### config.mk
export PLATFORM = sky130hd
export DESIGN_NAME = pipeline_hazard_ctrl
export DESIGN_NICKNAME = d
export VERILOG_FILES = /design/src/rtl/hazard_pkg.sv /design/src/rtl/pipeline_hazard_ctrl_fwd_select.sv /design/src/rtl/pipeline_hazard_ctrl.sv
export SDC_FILE = /design/constraint.sdc
export NUM_CORES = 1
export LEC_CHECK = 0
export BUFFER_PORTS_ARGS = -buffer_cell sky130_fd_sc_hd__buf_2
export CORE_MARGIN = 10
export CORE_UTILIZATION = 49
export DETAILED_ROUTE_END_ITERATION = 10
export PLACE_DENSITY = 0.77
export SYNTH_ARGS = -nofsm -noshare
export SYNTH_HDL_FRONTEND = slang
export SYNTH_SLANG_ARGS = --single-unit
### constraint.sdc
create_clock -name clk -period 2.9 [get_ports clk]
set_input_delay 0.145 -clock clk [delete_from_list [all_inputs] [get_ports clk]]
set_output_delay 0.145 -clock clk [all_outputs]
set_load 0.01 [all_outputs]
### src/rtl/hazard_pkg.sv
// Shared encodings for the pipeline hazard controller: forwarding selects,
// the load result-source code and the MUL/DIV occupancy FSM states.
package hazard_pkg;

  typedef enum logic [1:0] {
    FWD_RF = 2'b00,
    FWD_W  = 2'b01,
    FWD_M  = 2'b10
  } fwd_sel_e;

  localparam logic [1:0] RESULTSRC_LOAD = 2'b01;

  typedef enum logic {
    MD_IDLE,
    MD_BUSY
  } md_state_e;

endpackage

### src/rtl/pipeline_hazard_ctrl_fwd_select.sv
// Forwarding comparator for one Execute-stage operand; the nearer M producer
// wins over W, and x0 is never forwarded because it always reads as zero.
module fwd_select
  import hazard_pkg::*;
#(
  parameter int REG_AW = 5
) (
  input  logic [REG_AW-1:0] rs_e,
  input  logic [REG_AW-1:0] rd_m,
  input  logic [REG_AW-1:0] rd_w,
  input  logic              reg_write_m,
  input  logic              reg_write_w,
  output fwd_sel_e          sel
);

  always_comb begin
    sel = FWD_RF;
    if (reg_write_m && (rd_m != '0) && (rd_m == rs_e)) begin
      sel = FWD_M;
    end else if (reg_write_w && (rd_w != '0) && (rd_w == rs_e)) begin
      sel = FWD_W;
    end
  end

endmodule

### src/rtl/pipeline_hazard_ctrl.sv
// Central hazard controller: operand forwarding, load-use stall, redirect flush
// and a MUL/DIV occupancy FSM that freezes F/D/E, plus a saturating stall counter.
module pipeline_hazard_ctrl
  import hazard_pkg::*;
#(
  parameter int REG_AW     = 5,
  parameter int MULDIV_LAT = 4,
  parameter int CNT_W      = 32
) (
  input  logic              clk,
  input  logic              rst,
  input  logic [REG_AW-1:0] Rs1D,
  input  logic [REG_AW-1:0] Rs2D,
  input  logic [REG_AW-1:0] Rs1E,
  input  logic [REG_AW-1:0] Rs2E,
  input  logic [REG_AW-1:0] RdE,
  input  logic [REG_AW-1:0] RdM,
  input  logic [REG_AW-1:0] RdW,
  input  logic              RegWriteM,
  input  logic              RegWriteW,
  input  logic [1:0]        ResultSrcE,
  input  logic [1:0]        PCSrcE,
  input  logic              MulDivStartE,
  output logic [1:0]        ForwardAE,
  output logic [1:0]        ForwardBE,
  output logic              StallF,
  output logic              StallD,
  output logic              StallE,
  output logic              FlushD,
  output logic              FlushE,
  output logic              FlushM,
  output logic              MulDivBusy,
  output logic [CNT_W-1:0]  StallCount
);

  localparam int              MD_CW    = $clog2(MULDIV_LAT + 1);
  localparam bit              LAT_GT1  = (MULDIV_LAT > 1);
  // Start cycle is the first occupancy cycle, so BUSY only needs LAT-2 more stall cycles.
  localparam logic [MD_CW-1:0] CNT_INIT = MD_CW'((MULDIV_LAT > 1) ? (MULDIV_LAT - 2) : 0);

  md_state_e        state, state_nx;
  logic [MD_CW-1:0] cnt, cnt_nx;
  fwd_sel_e         fwd_a, fwd_b;
  logic             md_stall, load_use, redirect;

  function automatic logic [CNT_W-1:0] sat_inc(input logic [CNT_W-1:0] v);
    return (&v) ? v : v + CNT_W'(1);
  endfunction

  fwd_select #(.REG_AW(REG_AW)) u_fwd_a (
    .rs_e(Rs1E), .rd_m(RdM), .rd_w(RdW),
    .reg_write_m(RegWriteM), .reg_write_w(RegWriteW), .sel(fwd_a)
  );

  fwd_select #(.REG_AW(REG_AW)) u_fwd_b (
    .rs_e(Rs2E), .rd_m(RdM), .rd_w(RdW),
    .reg_write_m(RegWriteM), .reg_write_w(RegWriteW), .sel(fwd_b)
  );

  assign md_stall = ((state == MD_IDLE) && MulDivStartE && LAT_GT1) ||
                    ((state == MD_BUSY) && (cnt != '0));
  assign load_use = (ResultSrcE == RESULTSRC_LOAD) && (RdE != '0) &&
                    ((RdE == Rs1D) || (RdE == Rs2D));
  assign redirect = (PCSrcE != 2'b00);
  assign MulDivBusy = (state == MD_BUSY);

  // Priority: reset > MUL/DIV freeze (op must survive in E) > redirect > load-use.
  always_comb begin
    ForwardAE = fwd_a;
    ForwardBE = fwd_b;
    StallF    = 1'b0;
    StallD    = 1'b0;
    StallE    = 1'b0;
    FlushD    = 1'b0;
    FlushE    = 1'b0;
    FlushM    = 1'b0;
    if (rst) begin
      ForwardAE = FWD_RF;
      ForwardBE = FWD_RF;
      FlushD    = 1'b1;
      FlushE    = 1'b1;
      FlushM    = 1'b1;
    end else if (md_stall) begin
      StallF = 1'b1;
      StallD = 1'b1;
      StallE = 1'b1;
      FlushM = 1'b1;
    end else if (redirect) begin
      FlushD = 1'b1;
      FlushE = 1'b1;
    end else if (load_use) begin
      StallF = 1'b1;
      StallD = 1'b1;
      FlushE = 1'b1;
    end
  end

  always_comb begin
    state_nx = state;
    cnt_nx   = cnt;
    case (state)
      MD_IDLE: begin
        if (MulDivStartE && LAT_GT1) begin
          state_nx = MD_BUSY;
          cnt_nx   = CNT_INIT;
        end
      end
      MD_BUSY: begin
        if (cnt != '0) begin
          cnt_nx = cnt - MD_CW'(1);
        end else begin
          state_nx = MD_IDLE;
        end
      end
      default: state_nx = MD_IDLE;
    endcase
  end

  always_ff @(posedge clk) begin
    if (rst) begin
      state      <= MD_IDLE;
      cnt        <= '0;
      StallCount <= '0;
    end else begin
      state <= state_nx;
      cnt   <= cnt_nx;
      if (StallF) begin
        StallCount <= sat_inc(StallCount);
      end
    end
  end

  // Only one instruction sits in E, so a MUL/DIV start cannot also be a taken redirect.
  a_start_vs_redirect : assert property (@(posedge clk) disable iff (rst)
    !(MulDivStartE && (PCSrcE != 2'b00)));

endmodule

==> flow_summary_export.csv <==
group,metric,value,unit
status,status,"finished clean",
final_layout,fin_cells,425,
critical_path,r2r_cells,11,
critical_path,cp.arrival,2780,ps
detailed_routing,first_pass_iters,4,
pwr,totalPowerFinal,1110,µW
die,ios,87,
cts,cts_buffer_depth,2,
global_routing,grt_max_degree,38,
pwr,irDropWorstVdd,0.222,mV
cts,cts_resized,0,
sta,rsz0062_at_grt,"false",
final_layout,layout_commonest_cell,"buf_2",
critical_path,path_cells,"inv_1 -> ha_1 -> ha_1 -> and2b_2 -> o21bai_2 -> inv_2 -> a21o_1 -> nand3_2 -> buf_4 -> or4_1 -> a21oi_1",
detailed_routing,ant_nets,0,
detailed_routing,drtIter0Drc,87,
flow_run,max_cap_viol_count,0,
sta,setup_viol,0,
yosys,syn_area_per_cell,8.11,µm²
cts,cts_root_buf,"clkbuf_8",
placement,dp.cells,417,
critical_path,cpMostUsedCell,"ha_1",
yosys,syn_inst,285,
cts,hold_buffers,0,
sta,hold_viol_final,0,
yosys,ys_ff_latch,36,
sta,clock_skew,5.00,ps
placement,hpwlAfterDp,4950,µm
sta,slew_viol_final,0,
sta,period_minus_slack,2560,ps
global_routing,antenna_found_initial,0,
critical_path,worst_setup_path_end_kind,"flop",
yosys,syn-num-nets,332,
cts,cts_tree,"yes",
placement,io_buffers,86,
sta,fin_crit_sh,0.883,
final_layout,area_delta_synth_final,24.5,%
placement,place_ws,392,ps
detailed_routing,num_vias,2382,
final_layout,finalInstanceArea,2880,µm²
final_layout,antenna_cells,0,
cts,h-tree-depth,2,
yosys,synth_enable_flop_cells,0,
sta,setup_ws,340,ps
sta,tns,0,ps
critical_path,critPathSlowestCell,"or4_1",
die,initial_core_util,0.517,
cts,clk_latency,290,ps
detailed_routing,routed_via_density,5.60,
sta,max_freq,0.391,GHz
die,die_w,88.7,µm
cts,cts_sinks,36,
cts,cts_made_buffers,5,
final_layout,final_cell_mix,"86 x buf_2, 36 x dfxtp_1, 29 x a21oi_1",
sta,max_slew_margin,0.713,
critical_path,worstSetupStartpointType,"flop",
cts,post-cts-setup-buffer-count,0,
yosys,yosys.cell_types.count,45,
critical_path,worstPathRequired,3120,ps
sta,tightest_slew,427,ps
placement,placed_cell_area,2770,µm²
yosys,netlist_area,2310,µm²
worst_hold_path,hold_path_class,"in2reg",
yosys,ys_warn_count,0,
placement,gp_congestion,0.798,
global_routing,grt_overflow,0,
die,row_count,24,
global_routing,grtUsageTotal,0.164,
die,die_y,88.7,µm
global_routing,grt_pass1_vias,2364,
yosys,seq_area_frac_synth,0.312,
yosys,ys_async_sr_fraction,0,
critical_path,cpPeakStageDelay,500,ps
worst_hold_path,hold-path-cell-count,3,
detailed_routing,totalWireLength,6200,µm
final_layout,drive_above_1_share,0.298,
yosys,ys.flop_type,"dfxtp_1",
final_layout,fin_nets,419,
global_routing,grt_pass1_wl,10700,µm
die,fp.coreArea,4470,µm²
detailed_routing,post-route-drc-count,0,
critical_path,path_class,"reg2reg",
cts,clkTransAtPathRegs,70,ps
die,dieArea,7870,µm²
pwr,cellPowerDensity,384,nW/µm²
pwr,cellLeakagePower,0.00116,µW
detailed_routing,wire_per_inst,14.6,µm
critical_path,crit_fanout,15,
==> layer usage <==
| metal | wire length (µm) | track usage |
|---|---|---|
| met5 | 0 | 0 |
| met4 | 94 | 0.0617 |
| met3 | 615 | 0.0662 |
| met2 | 2840 | 0.268 |
| met1 | 2650 | 0.189 |
==> where the power goes <==
part | internal, µW | switching, µW | total, µW
clock network | 255 | 175 | 430
logic | 78.5 | 93.5 | 172
registers | 499 | 4.09 | 503
==> cell type report <==
cell class,instances,area [µm²]
sequential,36,721
clock inverter,2,35.0
timing repair buffer,90,460
inverter,9,33.8
fill,396,1600
multi-input combinational,230,1490
tap,52,65.1
clock buffer,6,72.6
==> critical path: cells and delay by family (launching register included) <==
family                   cells  cell delay (ps)
AND/OR/NAND/NOR              3              970
buffers and inverters        3              410
adder cells (fa/ha/maj)      2              390
AO/OA/AOI/OAI                3              380
flip-flops                   1              350
==> cells by family after synthesis <==
group,Yosys count,synth area share
adder cells (fa/ha/maj),3,0.0162
multiplexers,2,0.00866
AND/OR/NAND/NOR,126,0.325
buffers and inverters,19,0.0438
AO/OA/AOI/OAI,68,0.177
flip-flops,36,0.312
XOR/XNOR,31,0.117
==> metrics by stage <==
| step | hold WS, ps | util |
|---|---|---|
| 5_1_grt | 279 | 0.643 |
| 4_1_cts | 256 | 0.643 |
| 3_5_place_dp | 474 | 0.619 |
| 3_3_place_gp | 471 | 0.619 |
| 6_report | 260 | 0.643 |
| 2_1_floorplan | 316 | - |
==> state kept, by name, summed over array words and instances, names as in the netlist <==
| name | flops |
|---|---|
| MulDivBusy | 1 |
| StallCount | 32 |
| cnt | 3 |
==> cell usage after synthesis (all sizes together) (2+ instances only) <==
| master | count | area share |
|---|---|---|
| a21oi | 30 | 0.067 |
| nor4 | 6 | 0.023 |
| nor2 | 14 | 0.026 |
| o21ai | 20 | 0.043 |
| nor3 | 5 | 0.015 |
| and2 | 2 | 0.0054 |
| nand2 | 21 | 0.034 |
| and3 | 7 | 0.019 |
| mux2i | 2 | 0.0087 |
| nor2b | 4 | 0.011 |
| inv | 9 | 0.015 |
| clkbuf | 2 | 0.0032 |
| or3 | 18 | 0.049 |
| ha | 3 | 0.016 |
| xor2 | 6 | 0.023 |
| o31ai | 10 | 0.032 |
| nand2b | 4 | 0.011 |
| or4 | 12 | 0.039 |
| xnor2 | 25 | 0.095 |
| nand3 | 18 | 0.043 |
| dfxtp | 36 | 0.31 |
| nand4 | 11 | 0.036 |
| buf | 8 | 0.026 |
==> worst paths after layout <==
check	start	end	slack, ps
worst min-delay path	rst	MulDivBusy	260
worst min register to register	cnt[1]	cnt[1]	480
worst max register to register	cnt[0]	StallCount[23]	340
worst max-delay path	cnt[0]	StallCount[23]	340
Note: power is estimated with default switching activity, not from simulation.
